### config.mk
export PLATFORM = sky130hd
export DESIGN_NAME = div_seq_unit
export DESIGN_NICKNAME = d
export VERILOG_FILES = /design/src/rtl/div_seq_unit.sv
export SDC_FILE = /design/constraint.sdc
export NUM_CORES = 1
export LEC_CHECK = 0
export BUFFER_PORTS_ARGS = -buffer_cell sky130_fd_sc_hd__buf_2
export CAP_MARGIN = 20
export CORE_AREA = 2 2 147 149
export CTS_CLUSTER_SIZE = 30
export DETAILED_ROUTE_END_ITERATION = 7
export DIE_AREA = 0 0 149 151
export PLACE_DENSITY = 0.77
export SETUP_SLACK_MARGIN = 0.2
export SLEW_MARGIN = 40
export SYNTH_ARGS = -nofsm -noshare
export SYNTH_HDL_FRONTEND = slang
export SYNTH_SLANG_ARGS = --single-unit
### constraint.sdc
create_clock -name clk -period 6.09 [get_ports clk]
set_clock_uncertainty 0.15 [all_clocks]
set_input_delay 0.9135 -clock clk [delete_from_list [all_inputs] [get_ports clk]]
set_output_delay 0.9135 -clock clk [all_outputs]
set_load 0.01 [all_outputs]
### src/rtl/div_seq_unit.sv
// ---------------------------------------------------------------------------
// div_seq_unit : iterative restoring divider, signed or unsigned, WIDTH bits.
//
// Serial divide engine that sits beside EX. EX raises start_i and holds it
// until ready_o, and may abort with annul_i. The result is packed as
// {remainder, quotient} for the HI/LO write.
//
// Optional feature macro: DIV_EARLY_OUT_EN
//   When defined, a dividend whose magnitude is below the divisor's (or a
//   zero dividend) completes on the short path with q=0, r=op1_i.
//   The results are the same with or without the macro.
//
// Parameters
//   WIDTH        operand width (>= 4)
//   CNT_W        iteration counter width, 2**CNT_W > WIDTH
//
// Ports
//   clk          rising-edge clock
//   rst          asynchronous reset, active-high
//   signed_div_i 1 = two's-complement divide, 0 = unsigned
//   op1_i        dividend (sampled only when a divide is accepted)
//   op2_i        divisor  (sampled only when a divide is accepted)
//   start_i      request, held high until ready_o has been seen
//   annul_i      abort the divide in progress
//   result_o     {remainder, quotient}
//   ready_o      result valid
//   busy_o       engine not idle
//   div_zero_o   current result came from a zero divisor
// ---------------------------------------------------------------------------
module div_seq_unit #(
  parameter int unsigned WIDTH = 32,
  parameter int unsigned CNT_W = 6
) (
  input  logic               clk,
  input  logic               rst,
  input  logic               signed_div_i,
  input  logic [WIDTH-1:0]   op1_i,
  input  logic [WIDTH-1:0]   op2_i,
  input  logic               start_i,
  input  logic               annul_i,
  output logic [2*WIDTH-1:0] result_o,
  output logic               ready_o,
  output logic               busy_o,
  output logic               div_zero_o
);

  typedef enum logic [1:0] {
    S_IDLE    = 2'd0,
    S_DIVZERO = 2'd1,
    S_ON      = 2'd2,
    S_END     = 2'd3
  } state_t;

  state_t             state_q;
  logic [CNT_W-1:0]   cnt_q;
  logic [WIDTH-1:0]   rem_q;     // partial remainder
  logic [WIDTH-1:0]   quo_q;     // dividend bits shift out, quotient bits shift in
  logic [WIDTH-1:0]   dvs_q;     // divisor magnitude
  logic               qneg_q;    // quotient needs negation
  logic               rneg_q;    // remainder needs negation
  logic               dz_q;      // short path was taken because of a zero divisor
  logic [2*WIDTH-1:0] result_q;
  logic               ready_q;
  logic               busy_q;
  logic               div_zero_q;

  logic               op1_neg_c;
  logic               op2_neg_c;
  logic [WIDTH-1:0]   op1_mag_c;
  logic [WIDTH-1:0]   op2_mag_c;
  logic               early_c;
  logic [WIDTH:0]     shifted_c;
  logic [WIDTH:0]     diff_c;
  logic [WIDTH-1:0]   rem_d;
  logic [WIDTH-1:0]   quo_d;
  logic [WIDTH-1:0]   quo_fix_c;
  logic [WIDTH-1:0]   rem_fix_c;

  // Operand signs and magnitudes; the most-negative value maps to 2^(WIDTH-1).
  always_comb begin
    op1_neg_c = signed_div_i & op1_i[WIDTH-1];
    op2_neg_c = signed_div_i & op2_i[WIDTH-1];
    op1_mag_c = op1_neg_c ? (~op1_i + WIDTH'(1)) : op1_i;
    op2_mag_c = op2_neg_c ? (~op2_i + WIDTH'(1)) : op2_i;
  end

  // Early-out qualifier (divisor known non-zero where it is used).
  always_comb begin
`ifdef DIV_EARLY_OUT_EN
    early_c = (op1_i == '0) || (op1_mag_c < op2_mag_c);
`else
    early_c = 1'b0;
`endif
  end

  // One restoring step: shift, trial subtract, keep if non-negative.
  // The shifted remainder is below 2*divisor, so WIDTH+1 bits suffice.
  always_comb begin
    shifted_c = {rem_q, quo_q[WIDTH-1]};
    diff_c    = shifted_c - {1'b0, dvs_q};
    if (!diff_c[WIDTH]) begin
      rem_d = diff_c[WIDTH-1:0];
      quo_d = {quo_q[WIDTH-2:0], 1'b1};
    end else begin
      rem_d = shifted_c[WIDTH-1:0];
      quo_d = {quo_q[WIDTH-2:0], 1'b0};
    end
  end

  // Sign fix; most-negative / -1 wraps naturally to q = 2^(WIDTH-1), r = 0.
  always_comb begin
    quo_fix_c = qneg_q ? (~quo_q + WIDTH'(1)) : quo_q;
    rem_fix_c = rneg_q ? (~rem_q + WIDTH'(1)) : rem_q;
  end

  // Control FSM with registered outputs.
  always_ff @(posedge clk or posedge rst) begin
    if (rst) begin
      state_q    <= S_IDLE;
      cnt_q      <= '0;
      rem_q      <= '0;
      quo_q      <= '0;
      dvs_q      <= '0;
      qneg_q     <= 1'b0;
      rneg_q     <= 1'b0;
      dz_q       <= 1'b0;
      result_q   <= '0;
      ready_q    <= 1'b0;
      busy_q     <= 1'b0;
      div_zero_q <= 1'b0;
    end else if (state_q != S_IDLE && annul_i) begin
      // Abort wins over completion and over the END hold; result is kept.
      state_q    <= S_IDLE;
      ready_q    <= 1'b0;
      busy_q     <= 1'b0;
      div_zero_q <= 1'b0;
    end else begin
      case (state_q)
        S_IDLE: begin
          if (start_i && !annul_i) begin
            busy_q <= 1'b1;
            if (op2_i == '0) begin
              state_q <= S_DIVZERO;
              dz_q    <= 1'b1;
              rem_q   <= '0;
            end else if (early_c) begin
              // Remainder is the original dividend, quotient zero.
              state_q <= S_DIVZERO;
              dz_q    <= 1'b0;
              rem_q   <= op1_i;
            end else begin
              state_q <= S_ON;
              cnt_q   <= '0;
              rem_q   <= '0;
              quo_q   <= op1_mag_c;
              dvs_q   <= op2_mag_c;
              qneg_q  <= op1_neg_c ^ op2_neg_c;
              rneg_q  <= op1_neg_c;
              dz_q    <= 1'b0;
            end
          end
        end
        S_DIVZERO: begin
          state_q    <= S_END;
          result_q   <= {rem_q, {WIDTH{1'b0}}};
          div_zero_q <= dz_q;
          ready_q    <= 1'b1;
        end
        S_ON: begin
          if (cnt_q == CNT_W'(WIDTH)) begin
            state_q    <= S_END;
            result_q   <= {rem_fix_c, quo_fix_c};
            div_zero_q <= 1'b0;
            ready_q    <= 1'b1;
          end else begin
            rem_q <= rem_d;
            quo_q <= quo_d;
            cnt_q <= cnt_q + CNT_W'(1);
          end
        end
        S_END: begin
          if (!start_i) begin
            state_q    <= S_IDLE;
            ready_q    <= 1'b0;
            busy_q     <= 1'b0;
            div_zero_q <= 1'b0;
          end
        end
        default: begin
          state_q <= S_IDLE;
          ready_q <= 1'b0;
          busy_q  <= 1'b0;
        end
      endcase
    end
  end

  assign result_o   = result_q;
  assign ready_o    = ready_q;
  assign busy_o     = busy_q;
  assign div_zero_o = div_zero_q;

endmodule

==> qor.txt <==
Combinational power share: 38.9%
P_int: 2870 uW
Final Hold Fails: 0
Io pins: 136
Row Count: 53
Total Routed Length: 27500 um
Die Width: 149 um
Most frequent CP cell: o21ai_0
Vias per cell: 5.75
Synth cell types: 60
Post-synth top cells: nand2_1, dfrtp_1, o21ai_0, a21oi_1, nor2_1
Synth Area in Adders: 4.88%
DP Wirelength: 20200 um
Inserted Diodes: 0
Area of the multi-input gates: 6400 um2
Worst hold path class: reg2reg
Critical-path top delay cell: and3_1
CTS tree: yes
GPL Wtd Cong: 0.909
Clock network power share: 24.1%
Die Y: 151 um
CTS buffer count: 17
Hold Buf Count CTS: 0
Synth area leader: dfrtp_1
Area share of the largest cell type after synthesis: 38.9%
Area Overhead vs Synth: 13.6%
Flops & latches, synth: 174
Setup TNS: 0 ps
# DRC: 0
Area fraction in compound gates after synthesis: 21.8%
Crit end category: register
Final #Nets: 1537
Commonest register cell after synthesis: dfrtp_1
Post-synthesis sequential area ratio: 38.9%
Wire length per cell: 16.0 um
Largest family of logic cells by synthesized area: compound AO/OA/AOI/OAI gates
Vias in the first global route: 9285
Mapped Area: 11200 um2
CP max stage delay: 630 ps
Final setup viols: 0
XOR/XNOR Fraction of Synth Area: 11.5%
Share of layout cells above drive strength 1: 14.0%
Final Slew Violations: 0
Critical-path cell list: inv_1 -> ha_1 -> fa_1 -> nor2b_1 -> o31a_1 -> o21ai_0 -> o21ai_0 -> o2111ai_1 -> and2_1 -> a311oi_2 -> and3_1 -> buf_4 -> a221o_1
Post-synth EDFFs: 0
Mapped Cells: 1325
H-tree levels: 4
Post-synthesis async set-or-reset flop share: 100%
Worst EP required: 6320 ps
Detail Route Antenna Nets: 0
Worst slew margin: 48.6%
Post-CTS Resized: 0
Startpoint Class: register
Clock Pin Slew Worst Setup and Hold Paths: 70 ps
Synthesis Warnings: 0
Core area: 20800 um2
Pwr dens: 382 nW/um2
Worst skew pair latency: 450 ps
CP Data Arrival Time: 4640 ps
Via count: 9847
Die area: 22500 um2
Synth Net Count: 1437
Port Buf Inserts: 135
Sequential share of power: 37.0%
Most numerous cell in the Yosys netlist: nand2_1
Fill cells: 1846
Remaining Overflow, GRT: 0
Final Cycle Share: 72.4%
Largest net degree at the start of global routing: 69
LEAKAGE: 0.00606 uW
Status: finished clean
First-pass GRT wire length: 45200 um
Post CTS Setup Buffer Count: 0
VDD IR-drop max: 0.000200 V
Clk sinks: 174
Synth Area in Simple Gates: 18.1%
Initial antenna violation count: 0
Final min period: 4410 ps
Synth Area per Inst: 8.44 um2
Setup Crit Path Kind: reg2reg
Max-cap violations: 0
FF/Latch Area: 4360 um2
Synth area leaders: dfrtp_1, o21ai_0, xor2_1, nand2_1, xnor2_1
Mux contribution to synthesized area: 0.638%
Drt initial violations: 606
Net Sw Frac: 40.9%
Starting Density: 53.7%
Fmax: 227 MHz
Largest fanout on the critical path: 19
Clk buf depth: 2
NetSw: 1990 uW
RSZ-0062 raised after global routing: false
Clock Tree Root: clkbuf_16
TritonRoute pass-1 iters: 5
Least-Margin Pin Slew: 769 ps
Global Route Usage Sum: 24.9%
Final Util: 61.1%
cell usage in the layout (no fill, tap or decap), types with 30 or more instances in the layout:
master   netlist  final
o21ai_0      173    172
ha_1          42     41
xnor2_1       63     63
a21oi_1      108    108
nand2_1      178    177
a221o_1       30     30
xor2_1        84     84
dfrtp_1      174    173
inv_1         58     57
nor2b_1       36     36
nor2_1        95     95
buf_2          1    135
registers in the layout, indices dropped and copies added (netlist names):
register,count
qneg_q,1
rem_q,32
state_q,2
result_o,64
busy_o,1
ready_o,1
div_zero_o,1
rneg_q,1
quo_q,32
dvs_q,32
dz_q,1
cnt_q,6
path summary, 6_finish.rpt:
check	cells after the start	endpoint	from	slack [ps]
max	13	rem_q[4]$_DFFE_PP0P_	quo_q[31]$_DFFE_PP0P_	1680
min	2	result_o[38]$_DFFE_PP0P_	result_o[38]$_DFFE_PP0P_	320
max reg2reg	13	rem_q[4]$_DFFE_PP0P_	quo_q[31]$_DFFE_PP0P_	1680
min reg2reg	2	result_o[38]$_DFFE_PP0P_	result_o[38]$_DFFE_PP0P_	320
max in group asynchronous	3	qneg_q$_DFFE_PP0P_	rst	4500
min in group asynchronous	2	ready_o$_DFFE_PP0P_	rst	360
stage by stage:
stage / setup WS, ps / hold WS [ps] / cells / power (uW) / instance area [um2]
after floorplan: 310 / 299 / 1325 / 3120 / 11200
after global placement: 1620 / 307 / 1680 / 3610 / 12000
after detailed placement: 1540 / 316 / 1681 / 3690 / 12100
after CTS: 1480 / 331 / 1713 / 4870 / 12700
after global routing: 1430 / 343 / 1713 / 5210 / 12700
final: 1680 / 321 / 1713 / 4860 / 12700
worst max-delay path: cells and delay by family, from the launching register on:
kind | cells | cell delay [ps]
buf+inv | 2 | 450
simple gates | 3 | 1020
flops | 1 | 380
fa+ha+maj | 2 | 630
compound gates | 6 | 1710
metal layers:
metal	track usage [%]	vias up	part of all wire, %
met5	0	-	0
met4	8.10	0	2.3
met3	4.01	41	5.3
met2	43.1	305	50
met1	32.0	4646	43
li1	-	4855	-
cells by family after synthesis:
kind of cell               after synthesis
AOI/OAI and AO/OA                      403
xor gates and xnor gates               147
adders and majority gates               43
buffers and inverters                  122
DFF                                    174
muxes                                    7
and+or+nand+nor                        429
power by group through the flow:
stage / registers (uW) / clock network [uW] / logic, uW
2_1_floorplan: 1770 / 0 / 1350
3_3_place_gp: 1800 / 0 / 1810
3_5_place_dp: 1810 / 0 / 1880
4_1_cts: 1790 / 1180 / 1890
5_1_grt: 1840 / 1230 / 2140
6_report: 1800 / 1170 / 1890
final cells by class:
class	instances	share of cell area, %
Inverter	59	1.78
Clock buffer	17	3.35
Clock inverter	15	1.56
Sequential cell	174	34.3
Tap cell	275	2.71
Timing Repair Buffer	144	5.96
Multi-Input combinational cell	1029	50.4
Note: power is estimated with default switching activity, not from simulation.
